<file path="src/rtl/fetch_stage_pkg.sv">
// Shared LC-3b types for the fetch stage: machine word, opcode field and
// fetch FSM state encoding, plus a helper that forces word alignment.
package lc3b_types;

  typedef logic [15:0] lc3b_word;
  typedef logic [3:0]  lc3b_opcode;

  typedef enum logic [1:0] {
    FETCH = 2'd0,
    DRAIN = 2'd1,
    HOLD  = 2'd2
  } fetch_state_t;

  function automatic lc3b_word word_align(input lc3b_word a);
    return {a[15:1], 1'b0};
  endfunction

endpackage

</file>
<file path="src/rtl/fetch_stage_ifid_reg.sv">
// IF/ID pipeline register: valid/instr/pc with clear (priority) and load.
// Clear empties the slot to a NOP but leaves pc untouched.
module ifid_reg
  import lc3b_types::*;
(
  input  logic     clk,
  input  logic     reset_n,
  input  logic     load,
  input  logic     clear,
  input  lc3b_word next_instr,
  input  lc3b_word next_pc,
  output logic     valid,
  output lc3b_word instr,
  output lc3b_word pc
);

  // Register update: clear beats load, otherwise hold.
  always_ff @(posedge clk or negedge reset_n) begin
    if (!reset_n) begin
      valid <= 1'b0;
      instr <= 16'h0000;
      pc    <= 16'h0000;
    end else if (clear) begin
      valid <= 1'b0;
      instr <= 16'h0000;
    end else if (load) begin
      valid <= 1'b1;
      instr <= next_instr;
      pc    <= next_pc;
    end
  end

endmodule

</file>
<file path="src/rtl/fetch_stage.sv">
// LC-3b instruction fetch stage: owns the PC, runs the imem read handshake
// and feeds decode through the IF/ID register.
//
//   state | meaning
//   FETCH | read outstanding at pc; accept response into IF/ID or buffer
//   DRAIN | redirect arrived mid-read; wait out the stale response
//   HOLD  | response parked in buffer while decode is stalled; no read
module fetch_stage
  import lc3b_types::*;
#(
  parameter lc3b_word RESET_PC = 16'h0000
) (
  input  logic        clk,
  input  logic        reset_n,
  output logic        imem_read,
  output logic [15:0] imem_address,
  input  logic [15:0] imem_rdata,
  input  logic        imem_resp,
  input  logic        stall,
  input  logic        redirect_valid,
  input  logic [15:0] redirect_pc,
  output logic        id_valid,
  output logic [15:0] id_instr,
  output logic [15:0] id_pc,
  output logic [3:0]  id_opcode,
  output logic [2:0]  id_bits4_5_11
);

  fetch_state_t state, next_state;
  lc3b_word     pc, target, buf_instr, buf_pc;
  lc3b_word     pc_plus2, redirect_tgt, pc_next;
  lc3b_word     ifid_d_instr, ifid_d_pc;
  logic         active, resp, ld;
  logic         ifid_load, ifid_clear, pc_load, target_load, buf_load;

  // active holds off the first request until the first edge after reset
  assign imem_read    = active && (state != HOLD);
  assign imem_address = pc;
  assign resp         = imem_resp && imem_read;
  assign ld           = !stall || !id_valid;
  assign pc_plus2     = pc + 16'd2;
  assign redirect_tgt = word_align(redirect_pc);

  // State register
  always_ff @(posedge clk or negedge reset_n) begin
    if (!reset_n) state <= FETCH;
    else          state <= next_state;
  end

  // Next-state logic
  always_comb begin
    next_state = state;
    case (state)
      FETCH: begin
        if (redirect_valid) next_state = resp ? FETCH : DRAIN;
        else if (resp && !ld) next_state = HOLD;
      end
      DRAIN:   if (resp) next_state = FETCH;
      HOLD:    if (redirect_valid || !stall) next_state = FETCH;
      default: next_state = FETCH;
    endcase
  end

  // Datapath control per state; redirect always flushes IF/ID
  always_comb begin
    ifid_load    = 1'b0;
    ifid_clear   = 1'b0;
    ifid_d_instr = imem_rdata;
    ifid_d_pc    = pc_plus2;
    pc_load      = 1'b0;
    pc_next      = pc_plus2;
    target_load  = 1'b0;
    buf_load     = 1'b0;
    case (state)
      FETCH: begin
        if (redirect_valid) begin
          ifid_clear = 1'b1;
          if (resp) begin
            pc_load = 1'b1;
            pc_next = redirect_tgt;
          end else begin
            target_load = 1'b1;
          end
        end else if (resp) begin
          pc_load = 1'b1;
          if (ld) ifid_load = 1'b1;
          else    buf_load  = 1'b1;
        end else if (ld) begin
          ifid_clear = 1'b1;
        end
      end
      DRAIN: begin
        if (redirect_valid) begin
          ifid_clear  = 1'b1;
          target_load = 1'b1;
        end else if (ld) begin
          ifid_clear = 1'b1;
        end
        if (resp) begin
          pc_load = 1'b1;
          pc_next = redirect_valid ? redirect_tgt : target;
        end
      end
      HOLD: begin
        if (redirect_valid) begin
          ifid_clear = 1'b1;
          pc_load    = 1'b1;
          pc_next    = redirect_tgt;
        end else if (!stall) begin
          ifid_load    = 1'b1;
          ifid_d_instr = buf_instr;
          ifid_d_pc    = buf_pc;
        end
      end
      default: ;
    endcase
  end

  // PC, redirect target, stall buffer and request enable
  always_ff @(posedge clk or negedge reset_n) begin
    if (!reset_n) begin
      pc        <= word_align(RESET_PC);
      target    <= 16'h0000;
      buf_instr <= 16'h0000;
      buf_pc    <= 16'h0000;
      active    <= 1'b0;
    end else begin
      active <= 1'b1;
      if (pc_load)     pc     <= pc_next;
      if (target_load) target <= redirect_tgt;
      if (buf_load) begin
        buf_instr <= imem_rdata;
        buf_pc    <= pc_plus2;
      end
    end
  end

  ifid_reg u_ifid (
    .clk        (clk),
    .reset_n    (reset_n),
    .load       (ifid_load),
    .clear      (ifid_clear),
    .next_instr (ifid_d_instr),
    .next_pc    (ifid_d_pc),
    .valid      (id_valid),
    .instr      (id_instr),
    .pc         (id_pc)
  );

  assign id_opcode     = id_instr[15:12];
  assign id_bits4_5_11 = {id_instr[11], id_instr[5], id_instr[4]};

endmodule

</file>
<file path="config.mk">
export PLATFORM = sky130hd
export DESIGN_NAME = fetch_stage
export DESIGN_NICKNAME = d
export VERILOG_FILES = /design/src/rtl/fetch_stage_pkg.sv /design/src/rtl/fetch_stage_ifid_reg.sv /design/src/rtl/fetch_stage.sv
export SDC_FILE = /design/constraint.sdc
export NUM_CORES = 1
export LEC_CHECK = 0
export BUFFER_PORTS_ARGS = -buffer_cell sky130_fd_sc_hd__buf_2
export CAP_MARGIN = 10
export CELL_PAD_IN_SITES_DETAIL_PLACEMENT = 0
export CELL_PAD_IN_SITES_GLOBAL_PLACEMENT = 2
export CORE_ASPECT_RATIO = 1.25
export CORE_MARGIN = 3
export CORE_UTILIZATION = 30
export CTS_BUF_LIST = sky130_fd_sc_hd__clkbuf_2 sky130_fd_sc_hd__clkbuf_4 sky130_fd_sc_hd__clkbuf_8
export DETAILED_ROUTE_END_ITERATION = 12
export GPL_ROUTABILITY_DRIVEN = 1
export HOLD_SLACK_MARGIN = 0.12
export PLACE_DENSITY_LB_ADDON = 0.1
export SLEW_MARGIN = 5
export SYNTH_ARGS = -nofsm -noshare
export SYNTH_HDL_FRONTEND = slang
export SYNTH_HIERARCHICAL = 1
export SYNTH_SLANG_ARGS = --single-unit
</file>
<file path="constraint.sdc">
create_clock -name clk -period 3.8 [get_ports clk]
set_clock_uncertainty 0.05 [all_clocks]
set_input_delay 0.38 -clock clk [delete_from_list [all_inputs] [get_ports clk]]
set_output_delay 0.38 -clock clk [all_outputs]
set_load 0.05 [all_outputs]
</file>
==> impl_metrics.csv, run 1 <==
group,metric,value,unit
run_status,outcome,"complete, no violations",
yosys,netlist.area_leader.share,47.7,%
yosys,post_synth_instance_area,5090,µm²
power_and_ir_drop,p_sw,876,µW
sta,timing_max_transition_violations_final,0,
power_and_ir_drop,p_per_area,416,nW/µm²
cells_and_area,n_fill_cell,1687,
clock_tree,clock_buffer_count_from_cts,9,
yosys,synthesis.yosys.warnings,6,
floorplanning,core_area,16400,µm²
yosys,synth_seq_area_share,47.7,%
global_routing,grt_first_pass_wirelength,21600,µm
floorplanning,placement_rows,52,
yosys,synth_cells,463,
setup_path,reg2reg_slack,1.25,ns
setup_path,worstSetupEndpoint,"buf_pc[15]",
sta,fin_crit_sh,67.2,%
floorplanning,floorplan.initialDensity,31.1,%
clock_tree,clk_pin_slew_worst_paths,0.10,ns
setup_path,setup_crit_start_kind,"flip-flop",
yosys,synth.lib_cells_used.distinct,64,
setup_path,r2r.worst_path.cells,6,
setup_path,element_type_at_the_critical_path_end,"flip-flop",
setup_path,worst-path-max-fanout,21,
detailed_routing,drt_iter0_markers,181,
setup_path,reg2reg_from,"state[1]",
power_and_ir_drop,power_frac_comb,23.3,%
power_and_ir_drop,seq_power_share,49.3,%
power_and_ir_drop,power_switching_share,36.1,%
detailed_routing,drc,0,
yosys,synth_area_leader_cell,"dfrtp_1",
yosys,postSynth.asyncResetShare,100,%
yosys,synth_ff_type,"dfrtp_1",
global_routing,gr_overflow_total,0,
global_routing,grt_util_met1,19.2,%
clock_tree,post_cts_resized,0,
clock_tree,cts_root_buffer,"clkbuf_8",
floorplanning,ios,94,
power_and_ir_drop,internal-power,1.55,mW
global_routing,antenna_violations_before_repair,1,
clock_tree,cts_hold_buf,1,
sta,tightest_slew,1.03,ns
floorplanning,design.die.area,18600,µm²
detailed_routing,antenna_violating_nets_post_route,0,
detailed_routing,detail_route.vias_per_cell,4.90,
clock_tree,clock_path_buffers,2,
detailed_routing,wirelength,13700,µm
placed_design,gpl.final_weighted_congestion,0.753,
clock_tree,cts_tree,"yes",
setup_path,crit-reg2reg-capture,"buf_pc[15]",
global_routing,grt_pass1_vias,3801,
sta,finalSetupViolCount,0,
global_routing,busiest_layer,"met2",
placed_design,dpl.hpwl,9680,µm
global_routing,grt_use_met2,25.7,%
placed_design,port_buffers,91,
cells_and_area,drive_above_1_share,35.5,%
power_and_ir_drop,power.static_leakage,2.76,nW
cells_and_area,area.sequential,2430,µm²
sta,relSlewSlack,31.6,%
cells_and_area,layout.core_utilization,35.5,%
clock_tree,cts.sink_count,97,
sta,rsz0062_at_grt,"no",
run,drv_cap,0,
detailed_routing,detail_route.wl_per_cell,18.1,µm
setup_path,crit_required,4.00,ns
setup_path,timing_worst_setup_path_type,"flip-flop to flip-flop",
power_and_ir_drop,p_clk_share,27.4,%
detailed_routing,via_count_of_the_routed_design,3725,
sta,period_minus_slack,2.55,ns
yosys,count_of_flip_flops_with_a_built_in_enable_after_synthesis,0,
sta,achievable-frequency,392,MHz
power_and_ir_drop,vdd_drop_max,0.140,mV
clock_tree,cts_setup_buffers,0,
setup_path,worstPathArrival,2.75,ns
floorplanning,die-height,152,µm
sta,setup_total_negative_slack,0,ns
hold_path,hold_path_class,"input pin to flip-flop",
cells_and_area,multiInputGateArea,2360,µm²
clock_tree,cts_htree_levels,3,
cells_and_area,flow.area_growth_from_synthesis,14.5,%
setup_path,crit_path_start,"state[1]",
sta,hold_viol,0,
global_routing,gr-usage-met3,3.08,%
clock_tree,clk-insertion-delay-late,0.38,ns
floorplanning,die_w,123,µm
yosys,post_synth.cell_area_avg,11.0,µm²
global_routing,grt_start_max_net_pins,58,
yosys,ys_ff_latch,97,
cells_and_area,layout.nets,577,
cells_and_area,antenna_cells,0,
yosys,post_synth_main_area_contributors,"dfrtp_1 (48%), mux2_2 (12%), mux2i_1 (4.5%)",
detailed_routing,detail_route.first_pass.iterations,4,
global_routing,globalRouteTotalUtil,15.3,%
==> worst min-delay path by stage <==
stage | startpoint | to | cells after the start
3_5_place_dp | buf_pc[10] | buf_pc[10] | 2
2_1_floorplan | reset_n | active | 0
4_1_cts | imem_rdata[11] | buf_instr[11] | 2
3_3_place_gp | target[14] | target[14] | 2
6_report | imem_rdata[11] | buf_instr[11] | 2
5_1_grt | imem_rdata[6] | buf_instr[6] | 2
==> cell type report <==
| class | count | share of cell area (%) |
|---|---|---|
| Clock buffer | 10 | 2.36 |
| Clock inverter | 6 | 0.859 |
| Inverter | 9 | 0.580 |
| Multi-Input combinational cell | 319 | 40.5 |
| Sequential cell | 97 | 41.6 |
| Tap cell | 216 | 4.64 |
| Timing Repair Buffer | 103 | 9.45 |
==> worst max-delay path, stage by stage (launching register included) <==
cell and delay (ns):
dfrtp_1 0.45, and3b_1 0.50, nand4_2 0.64, buf_4 0.41, buf_4 0.20, nand2_1 0.07, o21ai_0 0.08
==> Yosys cell counts (4+ instances only) <==
cell	count
nand3_1	8
nand2b_1	4
a21o_1	4
nand4_1	5
buf_2	6
a211o_1	4
xor2_1	4
xnor2_1	9
buf_4	11
a21oi_1	20
mux2i_1	23
nor2_1	43
mux2_2	54
clkbuf_1	10
mux2_4	10
dfrtp_1	97
o21ai_0	32
inv_1	8
nor2b_1	6
nand2_1	30
and3_1	4
==> power groups by stage <==
stage                     clock network, mW  registers, mW  logic (mW)
after CTS                             0.700           1.20       0.577
final                                 0.664           1.20       0.566
after detailed placement                  0           1.22       0.575
after floorplan                           0           1.34       0.279
after global placement                    0           1.22       0.572
after global routing                  0.745           1.21       0.611
==> cell families after synthesis <==
kind of cell | after synthesis | share of synthesized area [%]
AO/OA/AOI/OAI | 88 | 10.9
XOR/XNOR | 13 | 2.24
buffers and inverters | 48 | 6.17
multiplexers | 88 | 19.6
AND/OR/NAND/NOR | 126 | 13.0
other | 2 | 0.148
flip-flops | 97 | 47.7
adder cells (fa/ha/maj) | 1 | 0.246
==> stage by stage <==
step / area [µm²] / std cells / setup WS, ns / power, mW / hold WS (ns)
finish: 5830 / 760 / 1.25 / 2.43 / 0.191
global route: 5830 / 760 / 1.02 / 2.57 / 0.171
global placement: 5630 / 743 / 1.16 / 1.79 / 0.412
CTS: 5830 / 760 / 1.18 / 2.47 / 0.161
detailed placement: 5630 / 743 / 1.15 / 1.79 / 0.421
floorplan: 5090 / 464 / 1.54 / 1.62 / 0.0344
==> cells in the final DEF (no fill, tap or decap), types with 5 or more instances in the layout <==
cell,n
dfrtp_1,97
buf_2,90
mux2_2,54
nor2_1,43
o21ai_0,32
nand2_1,30
mux2i_1,23
a21oi_1,19
buf_4,12
clkbuf_8,10
mux2_4,10
xnor2_1,9
nand3_1,8
inv_1,8
nor2b_1,6
nand4_1,5
==> registers in the layout, indices dropped and copies added, names as in the netlist, 2 cells and up <==
signal,cells
u_ifid/instr,16
buf_pc,15
target,15
state,2
buf_instr,16
imem_address,15
u_ifid/pc,16
==> layer usage <==
metal,wire [µm],up-vias
met5,11,-
met4,282,2
met3,666,19
met2,6700,86
met1,6060,1834
li1,-,1784
Note: power is estimated with default switching activity, not from simulation.
==> inputs of run 2 (changes only) <==
- clock period: 3.8 -> 2.6 ns (I/O delays scaled with it)
==> impl_metrics.csv, run 2 (synthesized netlist as in run 1, its figures left out) <==
group,metric,value,unit
setup_path,worstPathArrival,2.51,ns
detailed_routing,detail_route.first_pass.iterations,4,
floorplanning,die_w,123,µm
clock_tree,cts_setup_buffers,0,
sta,setup_total_negative_slack,0,ns
global_routing,grt_pass1_vias,4002,
detailed_routing,drc,0,
hold_path,hold_path_class,"input pin to flip-flop",
sta,timing_max_transition_violations_final,0,
cells_and_area,antenna_cells,0,
placed_design,dpl.hpwl,9760,µm
setup_path,setup_crit_start_kind,"flip-flop",
detailed_routing,detail_route.vias_per_cell,4.89,
power_and_ir_drop,p_per_area,585,nW/µm²
floorplanning,placement_rows,52,
floorplanning,die-height,152,µm
sta,fin_crit_sh,87.9,%
clock_tree,clk-insertion-delay-late,0.38,ns
sta,finalSetupViolCount,0,
detailed_routing,drt_iter0_markers,233,
global_routing,grt_first_pass_wirelength,21900,µm
floorplanning,core_area,16400,µm²
floorplanning,ios,94,
setup_path,timing_worst_setup_path_type,"flip-flop to flip-flop",
cells_and_area,flow.area_growth_from_synthesis,23.2,%
detailed_routing,detail_route.wl_per_cell,17.2,µm
sta,rsz0062_at_grt,"no",
setup_path,element_type_at_the_critical_path_end,"flip-flop",
clock_tree,clock_buffer_count_from_cts,9,
placed_design,placedInstanceArea,5750,µm²
sta,hold_viol,0,
global_routing,antenna_violations_before_repair,0,
sta,achievable-frequency,438,MHz
cells_and_area,registers_with_the_most_flip_flops,"buf_instr (16), u_ifid/instr (16), u_ifid/pc (16)",
detailed_routing,antenna_violating_nets_post_route,0,
run,drv_cap,0,
power_and_ir_drop,power.static_leakage,2.98,nW
placed_design,port_buffers,91,
setup_path,crit_path_start,"imem_address[1]",
setup_path,reg2reg_from,"imem_address[1]",
floorplanning,design.die.area,18600,µm²
clock_tree,clk_pin_slew_worst_paths,0.11,ns
clock_tree,cts_root_buffer,"clkbuf_8",
detailed_routing,wirelength,13800,µm
cells_and_area,layout.nets,620,
run_status,outcome,"complete, no violations",
cells_and_area,mostFrequentLayoutCells,"dfrtp_1 (97), buf_2 (90), mux2_2 (54)",
clock_tree,cts_htree_levels,3,
sta,tightest_slew,0.565,ns
setup_path,worst-path-max-fanout,9,
setup_path,crit_required,2.83,ns
cells_and_area,drive_above_1_share,35.0,%
clock_tree,cts.sink_count,97,
sta,period_minus_slack,2.29,ns
global_routing,gr_overflow_total,0,
floorplanning,floorplan.initialDensity,31.1,%
hold_path,holdCritStartpoint,"stall",
global_routing,globalRouteTotalUtil,15.4,%
clock_tree,clock_path_buffers,2,
detailed_routing,via_count_of_the_routed_design,3918,
cells_and_area,most_common_cell_after_layout_fill_and_taps_aside,"dfrtp_1",
placed_design,gpl.final_weighted_congestion,0.787,
cells_and_area,final_cell_area,6270,µm²
sta,relSlewSlack,62.3,%
global_routing,grt_start_max_net_pins,44,
power_and_ir_drop,vdd_drop_max,0.229,mV
clock_tree,cts_tree,"yes",
[run 2: metrics by stage]
step	power, mW	hold WS, ns	instances	util [%]	setup WS [ns]
final	3.67	0.149	802	38.3	0.314
after floorplan	2.36	-0.0856	464	-	0.337
after global routing	3.87	0.148	802	38.3	0.149
after detailed placement	2.64	0.253	755	35.0	0.150
after global placement	2.64	0.246	755	35.0	0.124
after CTS	3.74	0.121	802	38.2	0.131
[run 2: cell type report]
cell class | instances | area, µm²
Multi-Input combinational cell | 319 | 2360
Sequential cell | 97 | 2430
Inverter | 9 | 33.8
Clock inverter | 5 | 63.8
Fill cell | 1700 | 10100
Timing Repair Buffer | 146 | 976
Clock buffer | 10 | 138
Tap cell | 216 | 270
[run 2: path summary, 6_finish.rpt]
check	end	slack (ns)	depth (start not counted)
setup / recovery	u_ifid/pc[15]	0.31	6
hold reg to reg	buf_pc[13]	0.44	2
min in group asynchronous	target[6]	0.38	2
max in group asynchronous	buf_pc[10]	1.46	3
hold / removal	state[1]	0.15	3
setup reg to reg	u_ifid/pc[15]	0.31	6
[run 2: what timing repair did]
action                                 4_1_cts  5_1_grt
setup endpoints to repair                    0        1
endpoints found under the hold margin       68        0
hold buffers                                32        0
gates resized for setup                      0        1
[run 2: power by group]
part	leakage, nW	total (mW)	internal [mW]	switching, mW
logic	1.60	0.892	0.323	0.569
clock network	0.0989	1.04	0.473	0.563
registers	1.28	1.74	1.61	0.133
[run 2: critical path, stage by stage (launching register included)]
cell     delay (ns)
dfrtp_1        0.55
ha_1           0.32
nand3_1        0.19
nor4_2         0.41
xnor2_1        0.27
a21oi_1        0.12
mux2_2         0.27
[run 2: routing by layer]
metal | global-route usage, % | part of all wire, % | vias up
li1 | - | - | 1875
met1 | 19.6 | 44 | 1912
met2 | 25.7 | 49 | 112
met3 | 2.53 | 4.5 | 19
met4 | 7.23 | 2.9 | 0
met5 | 0 | 0 | -
